==> config.mk <==
export PLATFORM = sky130hd
export DESIGN_NAME = script_sequencer_flat
export DESIGN_NICKNAME = d
export VERILOG_FILES = /design/src/rtl/script_sequencer_pkg.sv /design/src/rtl/script_sequencer_if.sv /design/src/rtl/script_sequencer_cond.sv /design/src/rtl/script_sequencer.sv /design/src/flat_wrapper.sv
export SDC_FILE = /design/constraint.sdc
export NUM_CORES = 1
export LEC_CHECK = 0
export ABC_AREA = 1
export BUFFER_PORTS_ARGS = -buffer_cell sky130_fd_sc_hd__buf_2
export CAP_MARGIN = 25
export CORE_ASPECT_RATIO = 2
export CORE_MARGIN = 2
export CORE_UTILIZATION = 45
export DETAILED_ROUTE_END_ITERATION = 10
export PLACE_DENSITY_LB_ADDON = 0.1
export SETUP_SLACK_MARGIN = 0.15
export SLEW_MARGIN = 20
export SYNTH_ARGS = -nofsm -noshare
export SYNTH_HDL_FRONTEND = slang
export SYNTH_SLANG_ARGS = --single-unit
==> constraint.sdc <==
create_clock -name clk -period 5.3 [get_ports clk]
set_input_delay 0.53 -clock clk [delete_from_list [all_inputs] [get_ports clk]]
set_output_delay 0.53 -clock clk [all_outputs]
set_load 0.02 [all_outputs]
==> src/rtl/script_sequencer_pkg.sv <==
// Shared encodings for the script sequencer: opcodes, condition selects,
// feedback bit positions, instruction fields and FSM state codes.
package script_sequencer_pkg;

  localparam logic [2:0] OP_ACTION = 3'b001;
  localparam logic [2:0] OP_JUMP   = 3'b010;
  localparam logic [2:0] OP_WAIT   = 3'b011;
  localparam logic [2:0] OP_HALT   = 3'b111;

  localparam logic [1:0] FUNC_IF  = 2'b00;
  localparam logic [1:0] FUNC_IFN = 2'b01;

  localparam logic [1:0] PLAYER_READY   = 2'd0;
  localparam logic [1:0] PLAYER_HASITEM = 2'd1;
  localparam logic [1:0] TARGET_READY   = 2'd2;
  localparam logic [1:0] TARGET_HASITEM = 2'd3;

  localparam int unsigned FB_PLAYER_READY   = 2;
  localparam int unsigned FB_PLAYER_HASITEM = 3;
  localparam int unsigned FB_TARGET_READY   = 4;
  localparam int unsigned FB_TARGET_HASITEM = 5;

  localparam int unsigned F_NUM_LSB  = 8;
  localparam int unsigned F_SIGN_LSB = 5;
  localparam int unsigned F_FUNC_LSB = 3;
  localparam int unsigned F_OP_LSB   = 0;

  typedef struct packed {
    logic [7:0] num;
    logic [2:0] sign;
    logic [1:0] func;
    logic [2:0] op;
  } instr_t;

  typedef logic [2:0] state_t;
  localparam state_t ST_IDLE   = 3'd0;
  localparam state_t ST_FETCH  = 3'd1;
  localparam state_t ST_DECODE = 3'd2;
  localparam state_t ST_ACT    = 3'd3;
  localparam state_t ST_WAIT   = 3'd4;
  localparam state_t ST_HALT   = 3'd5;

endpackage

==> src/rtl/script_sequencer_if.sv <==
// Action handshake between the script sequencer and the game interface.
interface script_sequencer_if;
  logic       act_valid;
  logic       act_ready;
  logic [1:0] act_type;
  logic [7:0] act_arg;

  modport master (output act_valid, output act_type, output act_arg, input act_ready);
  modport slave  (input act_valid, input act_type, input act_arg, output act_ready);
endinterface

==> src/rtl/script_sequencer_cond.sv <==
// Condition evaluator shared by jump and wait: selects a kitchen feedback bit
// and applies the func polarity.
module script_cond
  import script_sequencer_pkg::*;
(
  input  logic [7:0] feedback_sig,
  input  logic [2:0] i_sign,
  input  logic [1:0] func,
  output logic       cond
);

  logic sig;
  logic unused_fb;

  assign unused_fb = ^{feedback_sig[7:6], feedback_sig[1:0]};

  always_comb begin
    sig = 1'b0;
    if (!i_sign[2]) begin
      unique case (i_sign[1:0])
        PLAYER_READY:   sig = feedback_sig[FB_PLAYER_READY];
        PLAYER_HASITEM: sig = feedback_sig[FB_PLAYER_HASITEM];
        TARGET_READY:   sig = feedback_sig[FB_TARGET_READY];
        TARGET_HASITEM: sig = feedback_sig[FB_TARGET_HASITEM];
        default:        sig = 1'b0;
      endcase
    end
  end

  always_comb begin
    cond = 1'b0;
    case (func)
      FUNC_IF:  cond = sig;
      FUNC_IFN: cond = ~sig;
      default:  cond = 1'b0;
    endcase
  end

endmodule

==> src/rtl/script_sequencer.sv <==
// Script sequencer: fetches 16-bit instructions from synchronous ROM and issues
// actions, conditional jumps and bounded waits against kitchen feedback.
module script_sequencer
  import script_sequencer_pkg::*;
#(
  parameter int unsigned WAIT_LIMIT = 1024
) (
  input  logic               clk,
  input  logic               rst,
  input  logic               start,
  output logic [7:0]         instr_addr,
  input  logic [15:0]        instr_data,
  input  logic [7:0]         feedback_sig,
  script_sequencer_if.master act,
  output logic [7:0]         pc,
  output logic               busy,
  output logic               done,
  output logic               timeout
);

  localparam int unsigned CW = (WAIT_LIMIT > 1) ? $clog2(WAIT_LIMIT) : 1;
  localparam logic [CW-1:0] CNT_LAST = CW'(WAIT_LIMIT - 1);

  state_t      state;
  instr_t      cur;
  logic [2:0]  ir_sign;
  logic [1:0]  ir_func;
  logic [CW-1:0] wait_cnt;
  logic        act_valid_q;
  logic [1:0]  act_type_q;
  logic [7:0]  act_arg_q;
  logic [2:0]  cond_sign;
  logic [1:0]  cond_func;
  logic        cond;
  logic [7:0]  pc_step;
  logic [7:0]  pc_jump;

  // ROM data is valid during DECODE, so decode reads it live; WAIT keeps its
  // own copy of the condition fields.
  assign cur        = instr_t'(instr_data);
  assign instr_addr = pc;
  assign pc_step    = pc + 8'd2;
  assign pc_jump    = pc + {cur.num[6:0], 1'b0};
  assign cond_sign  = (state == ST_WAIT) ? ir_sign : cur.sign;
  assign cond_func  = (state == ST_WAIT) ? ir_func : cur.func;

  assign act.act_valid = act_valid_q;
  assign act.act_type  = act_type_q;
  assign act.act_arg   = act_arg_q;

  script_cond u_cond (
    .feedback_sig (feedback_sig),
    .i_sign       (cond_sign),
    .func         (cond_func),
    .cond         (cond)
  );

  always_ff @(posedge clk) begin
    if (rst) begin
      state       <= ST_IDLE;
      pc          <= '0;
      ir_sign     <= '0;
      ir_func     <= '0;
      wait_cnt    <= '0;
      act_valid_q <= 1'b0;
      act_type_q  <= '0;
      act_arg_q   <= '0;
      busy        <= 1'b0;
      done        <= 1'b0;
      timeout     <= 1'b0;
    end else begin
      case (state)
        ST_IDLE, ST_HALT: begin
          if (start) begin
            state   <= ST_FETCH;
            pc      <= '0;
            busy    <= 1'b1;
            done    <= 1'b0;
            timeout <= 1'b0;
          end
        end
        ST_FETCH: state <= ST_DECODE;
        ST_DECODE: begin
          ir_sign <= cur.sign;
          ir_func <= cur.func;
          case (cur.op)
            OP_ACTION: begin
              state       <= ST_ACT;
              act_valid_q <= 1'b1;
              act_type_q  <= cur.func;
              act_arg_q   <= cur.num;
            end
            OP_JUMP: begin
              state <= ST_FETCH;
              pc    <= cond ? pc_jump : pc_step;
            end
            OP_WAIT: begin
              state    <= ST_WAIT;
              wait_cnt <= '0;
            end
            OP_HALT: begin
              state <= ST_HALT;
              busy  <= 1'b0;
              done  <= 1'b1;
            end
            default: begin
              state <= ST_FETCH;
              pc    <= pc_step;
            end
          endcase
        end
        ST_ACT: begin
          if (act.act_ready) begin
            act_valid_q <= 1'b0;
            pc          <= pc_step;
            state       <= ST_FETCH;
          end
        end
        ST_WAIT: begin
          // A true condition on the final count is a normal exit.
          if (cond) begin
            pc    <= pc_step;
            state <= ST_FETCH;
          end else if (wait_cnt == CNT_LAST) begin
            timeout <= 1'b1;
            pc      <= pc_step;
            state   <= ST_FETCH;
          end else begin
            wait_cnt <= wait_cnt + 1'b1;
          end
        end
        default: state <= ST_IDLE;
      endcase
    end
  end

endmodule
==> src/flat_wrapper.sv <==
// flat-port wrapper written by rule: the top's interface ports become plain ports
module script_sequencer_flat import script_sequencer_pkg::*;
#(
  parameter int unsigned WAIT_LIMIT = 1024
)
  (clk, rst, start, instr_addr, instr_data, feedback_sig, pc, busy, done, timeout, act_act_valid, act_act_type, act_act_arg, act_act_ready);
  script_sequencer_if act_i ();
  input  logic clk;
  input  logic rst;
  input  logic start;
  output logic [7:0] instr_addr;
  input  logic [15:0] instr_data;
  input  logic [7:0] feedback_sig;
  output logic [7:0] pc;
  output logic busy;
  output logic done;
  output logic timeout;
  output wire logic [$bits(act_i.act_valid)-1:0] act_act_valid;
  output wire logic [$bits(act_i.act_type)-1:0] act_act_type;
  output wire logic [$bits(act_i.act_arg)-1:0] act_act_arg;
  input wire logic [$bits(act_i.act_ready)-1:0] act_act_ready;
  assign act_act_valid = act_i.act_valid;
  assign act_act_type = act_i.act_type;
  assign act_act_arg = act_i.act_arg;
  assign act_i.act_ready = act_act_ready;
  script_sequencer #(.WAIT_LIMIT(WAIT_LIMIT)) u_core (.clk(clk), .rst(rst), .start(start), .instr_addr(instr_addr), .instr_data(instr_data), .feedback_sig(feedback_sig), .act(act_i), .pc(pc), .busy(busy), .done(done), .timeout(timeout));
endmodule
Word level (Yosys, flattened, before mapping)
Cells that the tools add are included.
W data, S select, Z words.
Word-level totals
  register bits after elaboration: 40
  output and inout bits: 30
  logic and storage cells: 90
Cells by class
  add/sub/neg operators: 3
  equality and inequality tests: 24
  multiplexer cells: 34
  bitwise gates (word level): 1
  reduce and logical (&&, ||, !) cells: 17
Operators with widths (number)
  $mux W8: 5
  $pmux W8 S4: 1
  $mux W10: 3
  $pmux W10 S2: 1
  $pmux W8 S2: 1
  $mux W3: 5
  $pmux W3 S5: 1
  $eq A3 B2 Y1 const B: 4
  $ne A2 B2 Y1 const B: 6
  $add A10 B1 Y10 const B: 1
  $eq A10 B10 Y1 const B: 1
  $pmux W1 S2: 5
  $eq A3 B3 Y1 const B: 3
  $mux W1: 9
  $pmux W3 S3: 1
  $reduce_and A3 Y1: 3
  $add A8 B2 Y8 const B: 1
  $add A8 B8 Y8: 1
  $reduce_and A4 Y1: 2
  $reduce_bool A2 Y1: 4
  $eq A3 B1 Y1 const B: 2
  $ne A2 B1 Y1 const B: 3
  $reduce_and A5 Y1: 1
  $eq A2 B1 Y1 const B: 2
  other kinds (11): 13

Logic depth before layout (Yosys ltp)
Gate-level depths: netlist of the first run.
  depth in word-level cells: 10
  gate-level depth with buffers: 14
  mapped depth without buffers: 14

Hierarchy
From an unflattened synthesis of the first run, not the netlist that was laid out.
Second synthesis, totals
  cell total of the unflattened synthesis: 376
  area, all modules: 2488.6 um^2
By module, submodules not included
  script_sequencer: times used 1, cells each 360, area each 2404.8 um^2, sequential area each 780.7 um^2
  script_cond: times used 1, cells each 16, area each 83.8 um^2, sequential area each 0.0 um^2

Least setup slack after synthesis of the first run
No wires, ideal clock.
  path type: reg-to-reg
  start point: register u_core.pc[1], in the netlist u_core.instr_addr[1]
  end point: register u_core.pc[7], in the netlist u_core.instr_addr[7]
  library setup time: 0.111 ns
  arrival: 1.890 ns
  setup slack: 3.298 ns
  stages on the path, launching flop included: 13
  period minus slack after synthesis: 2.002 ns
  cell sequence: dfxtp_1 > ha_1 > inv_1 > fa_1 > inv_1 > nand4_1 > nand3_1 > xor2_1 > nand4_1 > nand3_1 > nand2_1 > nor2_1 > nor2_1
On the way
  longest elaborated chain between the ends: 4
  elaborated cells on any way between the ends: 8
RTL lines
  start: declaration: line script_sequencer.sv:15  | output logic [7:0] pc,
  start signal: assignment: line script_sequencer.sv:95  | pc <= cond ? pc_jump : pc_step;
  start signal: assignment: line script_sequencer.sv:108  | pc <= pc_step;
  start signal: assignment: line script_sequencer.sv:115  | pc <= pc_step;
  $add A8 B2 Y8 / $add A8 B8 Y8 (equally long branches): line script_sequencer.sv:42, script_sequencer.sv:43
  $mux W8, on equally long branches: line script_sequencer.sv:95, script_sequencer.sv:124
  $pmux W8 S2 / $mux W8 (equally long branches): line script_sequencer.sv:86, script_sequencer.sv:121
  $pmux W8 S4 *: line script_sequencer.sv:72  | case (state)
Every way passes the cells marked *; elsewhere a longest branch is shown, timed or not. The select of a mux whose other input is x is not followed.
A chain may end at the register's enable or synchronous reset.

Worst setup path after layout of the first run
  start point: register u_core.state[1]
  end point: register u_core.act_arg_q[3], in the netlist u_core.act.act_arg[3]
On the way
  longest elaborated chain between the ends: 2
RTL lines
  start: declaration: line script_sequencer.sv:24  | state_t state;
  start signal: assignment: line script_sequencer.sv:60  | state <= ST_IDLE;
  start signal: assignment: line script_sequencer.sv:75  | state <= ST_FETCH;
  start signal: assignment: line script_sequencer.sv:82  | ST_FETCH: state <= ST_DECODE;
  $eq A3 B2 Y1: line script_sequencer.sv:72
  $reduce_and A2 Y1 (no source line)
  end signal: assignment: line script_sequencer.sv:91  | act_arg_q <= cur.num;
  end: declaration: line script_sequencer.sv:31  | logic [7:0] act_arg_q;
No other way between the ends.

==> impl_metrics.yaml, run 1 <==
outcome:
  outcome: "finished, final reports clean"
grt:
  grt_pass1_vias: 2526
  antenna_found_initial: 0
  grt_overflow: 0
  grt_max_degree: 26
  grt_usage: 0.220
  grt_pass1_wl_mm: 11.0
logic_synthesis:
  yosys.area.top_type: "dfxtp_1"
  async_flop_share: 0
  synth-seq-area-share: 0.299
  synth_compound_area_frac: 0.129
  ys_dominant_reg_cell: "dfxtp_1"
  synthTopCellsByArea: "dfxtp_1 (30%), nand2_1 (12%), inv_1 (7.5%)"
  synth_seq_cells: 39
  synth_edf_count: 0
  syn_inst: 396
  syn-cell-area_sq_um: 2610
  synth-xor-area-share: 0.0403
  synthSimpleGateAreaFrac: 0.353
  post_synth_mux_area_share: 0
  synthAdderAreaFrac: 0.0460
  synth_top_area_frac: 0.299
  synth_top_family_by_area: "simple AND/OR/NAND/NOR gates"
  yosysWarnings: 0
  ys_types: 38
  avgSynthCellArea_sq_um: 6.59
clocking:
  cts-htree-levels: 2
  insertion_delay_ns: 0.29
  clk_pin_slew_worst_paths_ns: 0.06
  cts_setup_buffers: 0
  postCtsHoldBufs: 0
  cts_tree: "built"
  clock_sinks: 39
  cts-root-buf: "clkbuf_16"
  cts_resized: 0
  cts_buffer_depth: 2
  cts_buffers: 5
pwr:
  combPwrFrac: 0.386
  power_density_nw_per_um2: 375
  internal_power_w: 0.000653
  leakage_nw: 1.46
  p_clk_frac: 0.277
  swShare: 0.413
  pwr-share-seq: 0.337
  switchingPower_w: 0.000459
  peakVddDrop_mv: 0.251
  total_power_w: 0.00111
setup_path:
  cpMostUsedCell: "nor2_1"
  cp_top_family: "simple AND/OR/NAND/NOR gates"
  path_cells: "inv_1 -> nor2_1 -> inv_2 -> nor2_2 -> inv_2 -> nor2_1 -> inv_1 -> nor2_1 -> nor2_1"
  startpoint_type: "register"
  cp.arrival_ns: 2.89
  crit_required_ns: 5.49
  max_stage_delay_ns: 0.69
  end_kind: "register"
  path_class: "register to register"
  worst-path-buf-inv: 4
  cp_max_fo: 15
  crit_path_top_delay_cell: "nor2_1"
placed_design:
  dp.final_hpwl_mm: 5.37
  portBuffers: 51
  place_congestion: 0.837
  dpl_worst_slack_ns: 2.59
sta:
  setup_viol: 0
  drv_slew: 0
  worstMarginPinSlew_ns: 0.840
  clock.fmax_mhz: 370
  grt_setup_unrepaired: "false"
  hold_violations: 0
  post-route-period-util: 0.510
  skew_ns: 0.00623
  slew_headroom: 0.438
  final.min_clock_period_ns: 2.71
  hold_slack_ns: 0.437
  fin_setup_tns_ns: 0
  timing.final.ws_setup_ns: 2.59
finish:
  fin_nets: 474
  n_antenna_cell: 0
  fin_util: 0.524
  drive_above_1_share: 0.187
  final_cell_mix: "nand2_1 (82), inv_1 (52), buf_2 (51)"
  syn2layout_area_growth_pct: 13.8
  num-fill-cells: 606
  layout_commonest_cell: "nand2_1"
floorplan:
  start_util: 0.461
  dieHeight_um: 112
  fp.coreArea_sq_um: 5660
  dieArea_sq_um: 6460
  row_count: 39
  io_pins: 58
  dieWidth_um: 57.8
routing:
  ant_nets: 0
  drt_wl_total_mm: 6.85
  drt_iter0_drc: 86
  vias_per_cell: 5.21
  wl_per_cell_um: 13.7
  dr.pass1.iters: 5
  drc_errors: 0
  num_vias: 2599
hold_path:
  hold_path.class: "input port to register"
job:
  cap_viol_max_count: 0
==> worst reg2reg max path, stage by stage, from the launching register on <==
cell and delay [ns]:
dfxtp_1 0.42, inv_1 0.06, nor2_1 0.16, inv_2 0.07, nor2_2 0.46, inv_2 0.19, nor2_1 0.69, inv_1 0.33
nor2_1 0.16, nor2_1 0.06
==> routing by layer <==
metal	share of wire	global-route usage	vias to the layer above
li1	-	-	1348
met1	0.36	0.203	1179
met2	0.57	0.430	52
met3	0.022	0.0256	20
met4	0.046	0.126	0
met5	0	0	-
==> final cells by class <==
type	instances	area, sq um	share of cell area
multi-input cells	283	1490	0.503
flip-flops and latches	39	781	0.263
repair buffers	51	255	0.0860
inverters	57	214	0.0721
clock buffers	5	125	0.0422
well taps	61	76.3	0.0257
clock inverters	3	23.8	0.00801
==> flip-flops by register name (all words and copies together), names as in the netlist <==
register and count:
u_core.done 1, u_core.state 3, u_core.act.act_valid 1, u_core.timeout 1, u_core.wait_cnt 10, u_core.instr_addr 7
u_core.act.act_type 2, u_core.ir_func 2, u_core.busy 1, u_core.ir_sign 3, u_core.act.act_arg 8
==> synthesized netlist by cell type, types with 6 or more instances <==
cell,instances
a21oi_1,29
buf_4,9
dfxtp_1,39
ha_1,8
inv_1,52
nand2_1,82
nand3_1,33
nand4_1,10
nor2_1,49
nor3_1,6
o21ai_0,18
xor2_1,9
==> final timing paths <==
kind	start	slack [ns]	to	cells past startpoint
worst max-delay path	u_core.state[1]	2.59	u_core.act.act_arg[3]	9
worst min-delay path	act_act_ready	0.44	u_core.act.act_valid	2
worst max register to register	u_core.state[1]	2.59	u_core.act.act_arg[3]	9
worst min register to register	u_core.ir_sign[2]	0.46	u_core.ir_sign[2]	2
==> stage by stage <==
stage | std cells | instance area [sq um]
global route | 499 | 2970
detailed placement | 491 | 2820
global placement | 491 | 2820
CTS | 499 | 2970
finish | 499 | 2970
floorplan | 397 | 2610
==> power by group through the flow <==
| stage | Clock (W) | Sequential, W | Combinational (W) |
|---|---|---|---|
| floorplan | 0 | 0.000395 | 0.000325 |
| global placement | 0 | 0.000380 | 0.000422 |
| detailed placement | 0 | 0.000382 | 0.000428 |
| CTS | 0.000311 | 0.000376 | 0.000430 |
| global route | 0.000325 | 0.000380 | 0.000474 |
| finish | 0.000308 | 0.000375 | 0.000429 |
==> kinds of logic (layout without fill, tap and decap cells) <==
logic type,after synthesis,in the layout
XOR/XNOR,12,12
flip-flops,39,39
buffers and inverters,75,116
AO/OA/AOI/OAI,61,61
other,1,2
AND/OR/NAND/NOR,199,199
adder cells (fa/ha/maj),9,9
(Power assumes the default switching activity.)
==> run 2, diff against run 1 <==
Clock period 5.3 ns to 2.74 ns, I/O delays scaled along.
==> impl_metrics.yaml, run 2 (synthesis gave the netlist of run 1 again) <==
outcome:
  outcome: "finished, final reports clean"
grt:
  grt_pass1_wl_mm: 11.2
  grt_pass1_vias: 2500
  grt_max_degree: 26
  antenna_found_initial: 0
  grt_overflow: 0
  grt_usage: 0.223
sta:
  fin_setup_tns_ns: 0
  final.min_clock_period_ns: 2.24
  grt_setup_unrepaired: "false"
  setup_viol: 0
  hold_slack_ns: 0.190
  post-route-period-util: 0.817
  slew_headroom: 0.503
  clock.fmax_mhz: 447
  skew_ns: 0.00573
  hold_violations: 0
  drv_slew: 0
  worstMarginPinSlew_ns: 0.744
hold_path:
  hold_path.class: "input port to register"
routing:
  dr.pass1.iters: 4
  wl_per_cell_um: 13.6
  drt_wl_total_mm: 6.86
  drc_errors: 0
  vias_per_cell: 5.18
  num_vias: 2613
  ant_nets: 0
  drt_iter0_drc: 115
finish:
  final_cell_mix: "nand2_1 (82), inv_1 (52), buf_2 (51)"
  layout_commonest_cell: "nand2_1"
  largest_reg_flops: 10
  fin_nets: 479
  n_antenna_cell: 0
  largest_register: "u_core.wait_cnt"
  syn2layout_area_growth_pct: 15.6
  drive_above_1_share: 0.196
  num-fill-cells: 596
clocking:
  clock_sinks: 39
  cts_buffers: 5
  cts_tree: "built"
  postCtsHoldBufs: 0
  clk_pin_slew_worst_paths_ns: 0.06
  cts_resized: 0
  cts-htree-levels: 2
  cts_buffer_depth: 2
  cts_setup_buffers: 0
  insertion_delay_ns: 0.29
  cts-root-buf: "clkbuf_16"
pwr:
  peakVddDrop_mv: 0.504
  leakage_nw: 1.49
  power_density_nw_per_um2: 725
setup_path:
  crit_required_ns: 2.95
  end_kind: "register"
  path_class: "register to register"
  cp_max_fo: 17
  startpoint_type: "register"
  cp.arrival_ns: 2.45
placed_design:
  dp.final_hpwl_mm: 5.47
  portBuffers: 51
  place_congestion: 0.833
floorplan:
  dieHeight_um: 112
  io_pins: 58
  start_util: 0.461
  fp.coreArea_sq_um: 5660
  dieArea_sq_um: 6460
  dieWidth_um: 57.8
  row_count: 39
job:
  cap_viol_max_count: 0
-- run 2: cell count changes in the layout (fill, tap and decap cells not counted) --
cell	delta
buf_4	+5
clkinvlp_4	-1
clkbuf_8	+2
inv_6	-1
-- run 2: critical path, cell delays in order (launching register included) --
cell and delay (ns):
dfxtp_1 0.36, nor2_4 0.22, nand2_4 0.18, o21ai_0 0.25, inv_1 0.08, nor2_2 0.12
inv_1 0.08, nand3_4 0.14, nand3_2 0.11, nand2_2 0.21, inv_2 0.14, nand3_1 0.09
nand2_1 0.05, a21oi_1 0.13
-- run 2: per-layer routing --
layer  share of wire  track usage
met4           0.033        0.101
met3           0.024       0.0267
met2            0.59        0.445
met1            0.36        0.209
met5               0            0
-- run 2: power breakdown --
group | switching, W | internal (W) | total, W
clock | 0.000234 | 0.000387 | 0.000621
sequential | 0.0000773 | 0.000633 | 0.000710
combinational | 0.000551 | 0.000306 | 0.000856
-- run 2: worst paths after layout --
path                           from              endpoint  slack (ns)  depth (start not counted)
setup / recovery    u_core.state[0]    u_core.wait_cnt[2]        0.50                         13
hold / removal        act_act_ready  u_core.act.act_valid        0.19                          2
setup reg to reg    u_core.state[0]    u_core.wait_cnt[2]        0.50                         13
hold reg to reg   u_core.ir_func[0]     u_core.ir_func[0]        0.46                          2
-- run 2: per-stage QoR --
step                      cell area (sq um)  worst slack, ns  cells   util  power (W)
final                                  3020            0.501    504  0.533    0.00219
after global routing                   3020            0.228    504  0.533    0.00233
after CTS                              3020            0.482    504  0.533    0.00220
after detailed placement               2860            0.511    496  0.505    0.00159
after global placement                 2860            0.533    496  0.505    0.00158
after floorplan                        2610            0.738    397      -    0.00139
-- run 2: layout make-up --
class | count | area (sq um) | share of cell area
clock inverter | 1 | 7.51 | 0.00249
timing repair buffer | 56 | 293 | 0.0971
tap | 61 | 76.3 | 0.0253
inverter | 57 | 214 | 0.0709
sequential | 39 | 781 | 0.259
multi-input combinational | 283 | 1490 | 0.495
clock buffer | 7 | 153 | 0.0506
